<file path="src/rtl/collision_judge.sv">
// rtl/collision_judge.sv - bullet/player vs enemy collision judge with explosion, score and lives
module collision_judge #(
  parameter int ENEMY_W        = 50,
  parameter int PLAYER_W       = 50,
  parameter int BULLET_W       = 4,
  parameter int BULLET_H       = 10,
  parameter int EXPLODE_FRAMES = 4,
  parameter int FRAME_TICKS    = 8,
  parameter int LIVES_INIT     = 3
) (
  input  logic        clk,
  input  logic        rst,
  input  logic        frame_tick,
  input  logic [9:0]  enemy_x,
  input  logic [9:0]  enemy_y,
  input  logic [9:0]  player_x,
  input  logic [9:0]  player_y,
  input  logic [9:0]  bullet_x,
  input  logic [9:0]  bullet_y,
  input  logic        bullet_valid,
  output logic        boom,
  output logic        bullet_hit,
  output logic        player_hit,
  output logic        explode_active,
  output logic [1:0]  explode_frame,
  output logic [9:0]  explode_x,
  output logic [9:0]  explode_y,
  output logic [15:0] score,
  output logic [2:0]  lives,
  output logic        game_over
);

  localparam int CW = ($clog2(FRAME_TICKS) < 1) ? 1 : $clog2(FRAME_TICKS);
  localparam logic [10:0] EW = 11'(ENEMY_W);
  localparam logic [10:0] PW = 11'(PLAYER_W);
  localparam logic [10:0] BW = 11'(BULLET_W);
  localparam logic [10:0] BH = 11'(BULLET_H);
  localparam logic [CW-1:0] TICK_LAST = CW'(FRAME_TICKS - 1);
  localparam logic [1:0] FRAME_LAST = 2'(EXPLODE_FRAMES - 1);
  localparam logic [2:0] LIVES_RST = 3'(LIVES_INIT);

  typedef enum logic [1:0] {IDLE, EXPLODE, OVER} state_t;

  state_t        state;
  logic          tick_q;
  logic [CW-1:0] tick_cnt;
  logic          tick_rise;
  logic          hit_b;
  logic          hit_p;

  // Axis-aligned box overlap; coordinates widened to 11 bits so x+w cannot wrap
  function automatic logic overlap(input logic [9:0] ax, input logic [9:0] ay,
                                   input logic [10:0] aw, input logic [10:0] ah,
                                   input logic [9:0] bx, input logic [9:0] by,
                                   input logic [10:0] bw, input logic [10:0] bh);
    logic [10:0] ax_w, ay_w, bx_w, by_w;
    ax_w = {1'b0, ax};
    ay_w = {1'b0, ay};
    bx_w = {1'b0, bx};
    by_w = {1'b0, by};
    overlap = (ax_w < bx_w + bw) && (bx_w < ax_w + aw) &&
              (ay_w < by_w + bh) && (by_w < ay_w + ah);
  endfunction

  assign tick_rise = frame_tick & ~tick_q;
  assign hit_b = bullet_valid &
                 overlap(bullet_x, bullet_y, BW, BH, enemy_x, enemy_y, EW, EW);
  assign hit_p = overlap(player_x, player_y, PW, PW, enemy_x, enemy_y, EW, EW);

  // Single FSM: collision judging in IDLE, animation pacing in EXPLODE, frozen in OVER
  always_ff @(posedge clk) begin
    if (!rst) begin
      state          <= IDLE;
      tick_q         <= 1'b0;
      tick_cnt       <= '0;
      boom           <= 1'b0;
      bullet_hit     <= 1'b0;
      player_hit     <= 1'b0;
      explode_active <= 1'b0;
      explode_frame  <= 2'd0;
      explode_x      <= 10'd0;
      explode_y      <= 10'd0;
      score          <= 16'd0;
      lives          <= LIVES_RST;
      game_over      <= 1'b0;
    end else begin
      tick_q     <= frame_tick;
      boom       <= 1'b0;
      bullet_hit <= 1'b0;
      player_hit <= 1'b0;
      case (state)
        IDLE: begin
          if (tick_rise && (hit_b || hit_p)) begin
            boom          <= 1'b1;
            explode_x     <= enemy_x;
            explode_y     <= enemy_y;
            explode_frame <= 2'd0;
            tick_cnt      <= '0;
            if (hit_b) begin
              // A bullet kill takes priority over simultaneous player contact
              bullet_hit     <= 1'b1;
              score          <= (score == 16'hFFFF) ? score : score + 16'd1;
              explode_active <= 1'b1;
              state          <= EXPLODE;
            end else begin
              player_hit <= 1'b1;
              lives      <= lives - 3'd1;
              if (lives == 3'd1) begin
                game_over      <= 1'b1;
                explode_active <= 1'b0;
                state          <= OVER;
              end else begin
                explode_active <= 1'b1;
                state          <= EXPLODE;
              end
            end
          end
        end
        EXPLODE: begin
          if (tick_rise) begin
            if (tick_cnt == TICK_LAST) begin
              tick_cnt <= '0;
              if (explode_frame == FRAME_LAST) begin
                explode_frame  <= 2'd0;
                explode_active <= 1'b0;
                state          <= IDLE;
              end else begin
                explode_frame <= explode_frame + 2'd1;
              end
            end else begin
              tick_cnt <= tick_cnt + CW'(1);
            end
          end
        end
        default: begin
          game_over <= 1'b1;
        end
      endcase
    end
  end

endmodule

</file>
<file path="config.mk">
export PLATFORM = sky130hd
export DESIGN_NAME = collision_judge
export DESIGN_NICKNAME = d
export VERILOG_FILES = /design/src/rtl/collision_judge.sv
export SDC_FILE = /design/constraint.sdc
export NUM_CORES = 1
export LEC_CHECK = 0
export ABC_AREA = 0
export ABC_CLOCK_PERIOD_IN_PS = 12700
export CELL_PAD_IN_SITES_DETAIL_PLACEMENT = 1
export CELL_PAD_IN_SITES_GLOBAL_PLACEMENT = 1
export CORE_ASPECT_RATIO = 0.8
export CORE_MARGIN = 1.5
export CORE_UTILIZATION = 41
export DETAILED_ROUTE_END_ITERATION = 6
export PLACE_DENSITY = 0.9
export SLEW_MARGIN = 0
export SYNTH_ARGS = -nofsm -noshare
export SYNTH_HDL_FRONTEND = slang
export SYNTH_SLANG_ARGS = --single-unit
</file>
<file path="constraint.sdc">
create_clock -name clk -period 12.7 [get_ports clk]
set_clock_uncertainty 0.1 [all_clocks]
set_input_delay 2.54 -clock clk [delete_from_list [all_inputs] [get_ports clk]]
set_output_delay 2.54 -clock clk [all_outputs]
set_load 0.03 [all_outputs]
</file>
==> results of run 1 <==
[cells in the mapped netlist (3+ instances only)]
cell and count:
buf_6 3, and2_1 6, o22ai_1 4, a21o_1 8, xor2_1 24, nand3b_1 5, o21a_1 8, dfxtp_1 52
o221a_2 3, nand4_1 11, nand2_1 77, nor3_1 11, nor2b_1 5, a21oi_1 24, a2111oi_0 3, and4_1 6
xnor2_1 18, and3_1 9, or3_1 3, nand3_1 24, nor2_1 16, inv_1 17, mux2i_1 29, nor3b_1 3
a31oi_1 8, a211oi_1 3, o2111ai_1 4, nor4_1 3, buf_2 5, o21ai_0 24, ha_1 73, clkbuf_1 10
nand2b_1 23, o31ai_1 3
[layer usage]
metal,GRT usage,up-vias,wire (um)
met2,0.448,126,7690
met3,0.0293,23,575
met4,0.0752,0,270
li1,-,2309,-
met1,0.290,2358,6560
met5,0,-,0
[cell usage in the layout (no fill, tap or decap), drive strengths merged, types with 3 or more instances in the layout]
cell type,n
a2111oi,3
a211o,3
a211oi,4
a21o,9
a21oi,24
a31oi,8
and2,8
and3,10
and4,7
bufinv,3
clkbuf,5
clkdlybuf4s50,108
dfxtp,52
ha,73
inv,17
mux2i,29
nand2,77
nand2b,23
nand3,24
nand3b,5
nand4,11
nor2,16
nor2b,5
nor3,11
nor3b,6
nor4,5
o2111ai,4
o21a,8
o21ai,25
o221a,3
o22ai,4
o31ai,3
or3,5
or4,3
xnor2,18
xor2,24
[flip-flops by register name, summed over array words and instances, names as in the netlist]
signal / cells
lives: 3
explode_frame: 2
player_hit: 1
explode_y: 10
boom: 1
game_over: 1
state: 2
explode_active: 1
tick_cnt: 3
explode_x: 10
bullet_hit: 1
score: 16
tick_q: 1
[worst paths after layout]
| kind | from | endpoint | slack [ns] | cells past startpoint |
|---|---|---|---|---|
| setup / recovery | enemy_y[1] | explode_y[0]$_SDFFE_PN0P_ | 5.40 | 14 |
| hold / removal | explode_x[8]$_SDFFE_PN0P_ | explode_x[8]$_SDFFE_PN0P_ | 0.37 | 2 |
| setup reg to reg | score[6]$_SDFFE_PN0P_ | score[13]$_SDFFE_PN0P_ | 9.91 | 8 |
| hold reg to reg | explode_x[8]$_SDFFE_PN0P_ | explode_x[8]$_SDFFE_PN0P_ | 0.37 | 2 |
[cell families after synthesis]
group	after synthesis
flops	52
simple gates	220
buf+inv	39
xor+xnor	43
fa+ha+maj	73
compound gates	118
mux	31
[metrics by stage]
step                      setup slack [ns]  cell area, um^2  utilization  std cells  hold slack [ns]
after CTS                             5.01             6220        0.540        820            0.373
final                                 5.40             6220        0.540        820            0.372
after global placement                5.16             6000        0.521        812            0.345
after global routing                  5.07             6220        0.540        820            0.394
after detailed placement              4.85             6000        0.521        812            0.364
after floorplan                       6.92             4850            -        576            0.393
[power by group through the flow]
stage          clock [mW]  combinational (mW)  sequential [mW]
6_report            0.193               0.175            0.173
5_1_grt             0.202               0.194            0.174
4_1_cts             0.195               0.175            0.173
3_5_place_dp            0               0.174            0.177
3_3_place_gp            0               0.162            0.177
2_1_floorplan           0              0.0957            0.185
[cell type report]
type / count / area, um^2 / share of cell area
clock inverters: 3 / 90.1 / 0.0145
multi-input cells: 485 / 3620 / 0.582
clock buffers: 5 / 125 / 0.0201
repair buffers: 110 / 1090 / 0.176
inverters: 17 / 63.8 / 0.0103
well taps: 148 / 185 / 0.0298
flip-flops and latches: 52 / 1040 / 0.167
[critical path: cells and delay by family]
family	cells	cell delay, ns
AO/OA/AOI/OAI	5	2.05
AND/OR/NAND/NOR	3	0.94
adder cells (fa/ha/maj)	2	0.64
buffers and inverters	2	0.62
multiplexers	1	0.31
XOR/XNOR	1	0.30
==> impl_metrics.ini, run 1 <==
[run_status]
status = completed

[clock_tree]
numCtsBuffers = 5
clock_latency_ns = 0.29
holdBufCountCts = 0
clock-sinks = 52
clock-root-buffer = clkbuf_16
h-tree-depth = 2
post_cts_buffers = 0
clk_pin_slew_ns = 0.07
cts-resized-gates = 0
cts_buffer_depth = 2
cts_tree = done

[placed_design]
numPortBuffers = 109
dp_hpwl_um = 12300
gp_congestion = 0.849

[global_routing]
grt_pass1_vias = 5137
grt_max_degree = 81
grt_pass1_wl_um = 24700
antenna_found_initial = 0
grt_usage = 0.240
grt.overflow.total = 0

[floorplanning]
coreArea_um2 = 11500
num_rows = 35
initial_utilization = 0.421
design.die.area_um2 = 12500
die_y_um = 100
ios = 110
die_w_um = 125

[power]
clkPwrFrac = 0.357
combPwrFrac = 0.324
p_int_uw = 379
vdd_ir_drop_max_mv = 0.0533
power_frac_seq = 0.320
swShare = 0.301
power.density_nw_per_um2 = 87.1
switching_power_uw = 163
p_total_uw = 542
p_leak_nw = 2.51

[yosys]
synth.top_cell.area_share = 0.215
synth_edf_count = 0
ys_ff_latch = 52
synthesis.nets = 713
synth_top_family_by_area = simple AND/OR/NAND/NOR gates
yosys_warnings = 0
ys_types = 75
synth-main-ff-cell = dfxtp_1
synthSimpleGateAreaFrac = 0.245
synth_compound_area_frac = 0.168
syn_area_um2 = 4850
synth_xor_area_frac = 0.0805
yosys-top-cells-area = dfxtp_1, ha_1, mux2i_1
synth_cells = 576
synth_adder_area_share = 0.188
ys_seq_area_frac = 0.215
synthArstFlopShare = 0
synthMuxAreaShare = 0.0645
synth_top_area_cell = dfxtp_1
syn_avg_cell_area_um2 = 8.42

[setup_path]
critical-path-max-stage-delay_ns = 1.01
worstSetupPathType = in -> reg
cp_cell_sequence = clkdlybuf4s50_1, ha_1, a21oi_1, nand2b_1, nand4_1, xor2_1, ha_1, inv_1, o32ai_1, a2111o_1, a211o_1, nor3_2, o21a_1, mux2i_1
required_ns = 12.80
cp_max_fo = 24
critPathArrivalTime_ns = 7.41
crit_slowest_cell = o21a_1
cp-end-kind = flip-flop
worst_setup_path_start_kind = input pin
path_common_cell = ha_1

[finish]
fin_nets = 808
n_antenna_cell = 0
area_delta_synth_final_pct = 28.2
final_layout_size_suffix_gt1_frac = 0.0506
nFillCells = 1343

[timing]
hold_violations = 0
finalSetupTns_ns = 0
finalMaxSlewViolations = 0
max_freq_mhz = 137
period_minus_slack_ns = 7.30
finalCritPeriodShare = 0.575
slew_headroom = 0.194
setup_viol = 0
rsz0062_at_grt = false
worst_slew_pin_slew_ns = 1.21

[routing]
drt_iter0_drc = 294
wl_per_cell_um = 18.4
viasPerCell = 5.87
wl_um = 15100
drc = 0
drtAntennaViolNets = 0
vias = 4816
dr.pass1.iters = 4

[min_path]
min-delay-path-class = reg -> reg

[flow_run]
cap_violations = 0
Note: power is estimated with default switching activity, not from simulation.
==> inputs of run 2 (changes only) <==
ABC_CLOCK_PERIOD_IN_PS = 6600   (was 12700)
CORE_UTILIZATION = 34   (was 41)
PLACE_DENSITY = 0.8   (was 0.9)
clock period = 6.6 ns   (was 12.7 ns; I/O delays follow)
==> run 2 against run 1 <==
Critical path depth shrank 1. Critical path type unchanged. Largest cell class unchanged. Worst setup slack worse by 4.2 ns. Via count shrank 3.1%. Clock power grew 38%. Core utilization fell by 8.8 points. Global-route usage down 4.2 points. Combinational power is 90% higher. Sequential power up 92%. Sequential share of layout area is essentially flat.
==> impl_metrics.ini, run 2 (synthesis results as in run 1) <==
[routing]
wl_per_cell_um = 16.9
viasPerCell = 5.46
dr.max_layer_used = met4
drtAntennaViolNets = 0
wl_um = 14400
route.met2.wl_um = 7120
dr.pass1.iters = 4
met1Wirelength_um = 6670
wl_met3_um = 537
drc = 0
vias = 4665
drt_iter0_drc = 146

[flow_run]
cap_violations = 0

[floorplanning]
ios = 110
die_y_um = 110
initial_utilization = 0.353
coreArea_um2 = 13700
die_w_um = 137
num_rows = 38
design.die.area_um2 = 15000

[timing]
holdWs_ns = 0.375
slew_headroom = 0.434
hold_violations = 0
setup_viol = 0
finalSetupTns_ns = 0
worst_slew_pin_slew_ns = 0.842
max_freq_mhz = 185
finalMaxSlewViolations = 0
rsz0062_at_grt = false
finalCritPeriodShare = 0.820
period_minus_slack_ns = 5.41

[finish]
fin_util = 0.452
top_regs = score (16), explode_x (10), explode_y (10)
n_antenna_cell = 0
largest-register = score
final_layout_size_suffix_gt1_frac = 0.0533
largest_register_ffs = 16
fin_cells = 855
final_area_um2 = 6220
layout_commonest_cell = clkdlybuf4s50_1
layout_common_cells = clkdlybuf4s50_1, nand2_1, ha_1
area_delta_synth_final_pct = 28.2
fin_nets = 811

[setup_path]
cp_max_fo = 20
critPathTopFamily = compound AO/OA/AOI/OAI gates
cp-end-kind = flip-flop
cp_cell_sequence = clkdlybuf4s50_1, a311oi_2, nand3b_1, xor2_1, ha_1, a21oi_1, o32ai_1, a2111o_1, a211o_1, nor3_1, o21a_1, buf_4, mux2i_1
reg2reg_slack_ns = 3.93
worstSetupPathType = in -> reg
critical-path-max-stage-delay_ns = 0.57
path_buf_inv = 2
required_ns = 6.72
rr_worst_depth = 8
worst_setup_path_start_kind = input pin
cp.depth = 13
critPathArrivalTime_ns = 5.53
crit_slowest_cell = clkdlybuf4s50_1

[global_routing]
grt_usage = 0.198
antenna_found_initial = 0
grt.overflow.total = 0
grt_pass1_wl_um = 23700
grt_pass1_vias = 4839
grt_max_degree = 81

[clock_tree]
cts_buffer_depth = 2
cts_tree = done
numCtsBuffers = 5
clock-root-buffer = clkbuf_16
clock_latency_ns = 0.29
post_cts_buffers = 0
clock-sinks = 52
holdBufCountCts = 0
h-tree-depth = 2
cts-resized-gates = 0
clk_pin_slew_ns = 0.07

[placed_design]
dp_hpwl_um = 12000
gp_congestion = 0.855
dp.cells = 847
numPortBuffers = 109
placed_area_um2 = 6060

[power]
power.density_nw_per_um2 = 150
p_leak_nw = 2.49
vdd_ir_drop_max_mv = 0.0900

[min_path]
timing.hold.worst_path_depth = 2
min-delay-path-class = reg -> reg

[run_status]
status = completed
==> run 2: cell count changes in the layout (fill, tap and decap cells not counted) <==
cell        before  now
nor3_1          10   11
buf_4            1    4
bufinv_16        3    0
clkbuf_8         0    1
nor3_2           1    0
clkinvlp_4       0    2
==> run 2: layout make-up <==
class,count,area (um^2)
clock buffers,6,139
clock inverters,2,15.0
fillers,1649,7520
inverters,17,63.8
multi-input cells,485,3620
flip-flops and latches,52,1040
well taps,180,225
repair buffers,113,1120
==> run 2: per-layer routing <==
layer | global-route usage | vias to the layer above
met5 | 0 | -
met4 | 0.0319 | 0
met3 | 0.0226 | 9
met2 | 0.364 | 89
met1 | 0.253 | 2256
li1 | - | 2311
==> run 2: through the flow <==
| step | setup slack [ns] | power, mW |
|---|---|---|
| after floorplan | 2.04 | 0.541 |
| after global placement | 1.17 | 0.654 |
| after detailed placement | 0.899 | 0.673 |
| after CTS | 1.21 | 0.947 |
| after global routing | 0.872 | 0.993 |
| final | 1.19 | 0.932 |
==> run 2: power breakdown <==
| part | switching (mW) | internal (mW) | leakage, nW |
|---|---|---|---|
| registers | 0.00850 | 0.325 | 0.420 |
| logic | 0.183 | 0.149 | 2.00 |
| clock network | 0.116 | 0.151 | 0.0691 |
| total | 0.307 | 0.625 | 2.49 |
==> run 2: path summary, 6_finish.rpt <==
path / from / end
worst min register to register: explode_y[6]$_SDFFE_PN0P_ / explode_y[6]$_SDFFE_PN0P_
worst max register to register: score[4]$_SDFFE_PN0P_ / score[13]$_SDFFE_PN0P_
worst min-delay path: explode_y[6]$_SDFFE_PN0P_ / explode_y[6]$_SDFFE_PN0P_
worst max-delay path: enemy_y[3] / explode_x[8]$_SDFFE_PN0P_
==> run 2: worst register-to-register path, delay by kind of cell, from the launching register on <==
family,cells,cell delay [ns]
simple gates,5,1.51
flops,1,0.36
compound gates,3,0.60
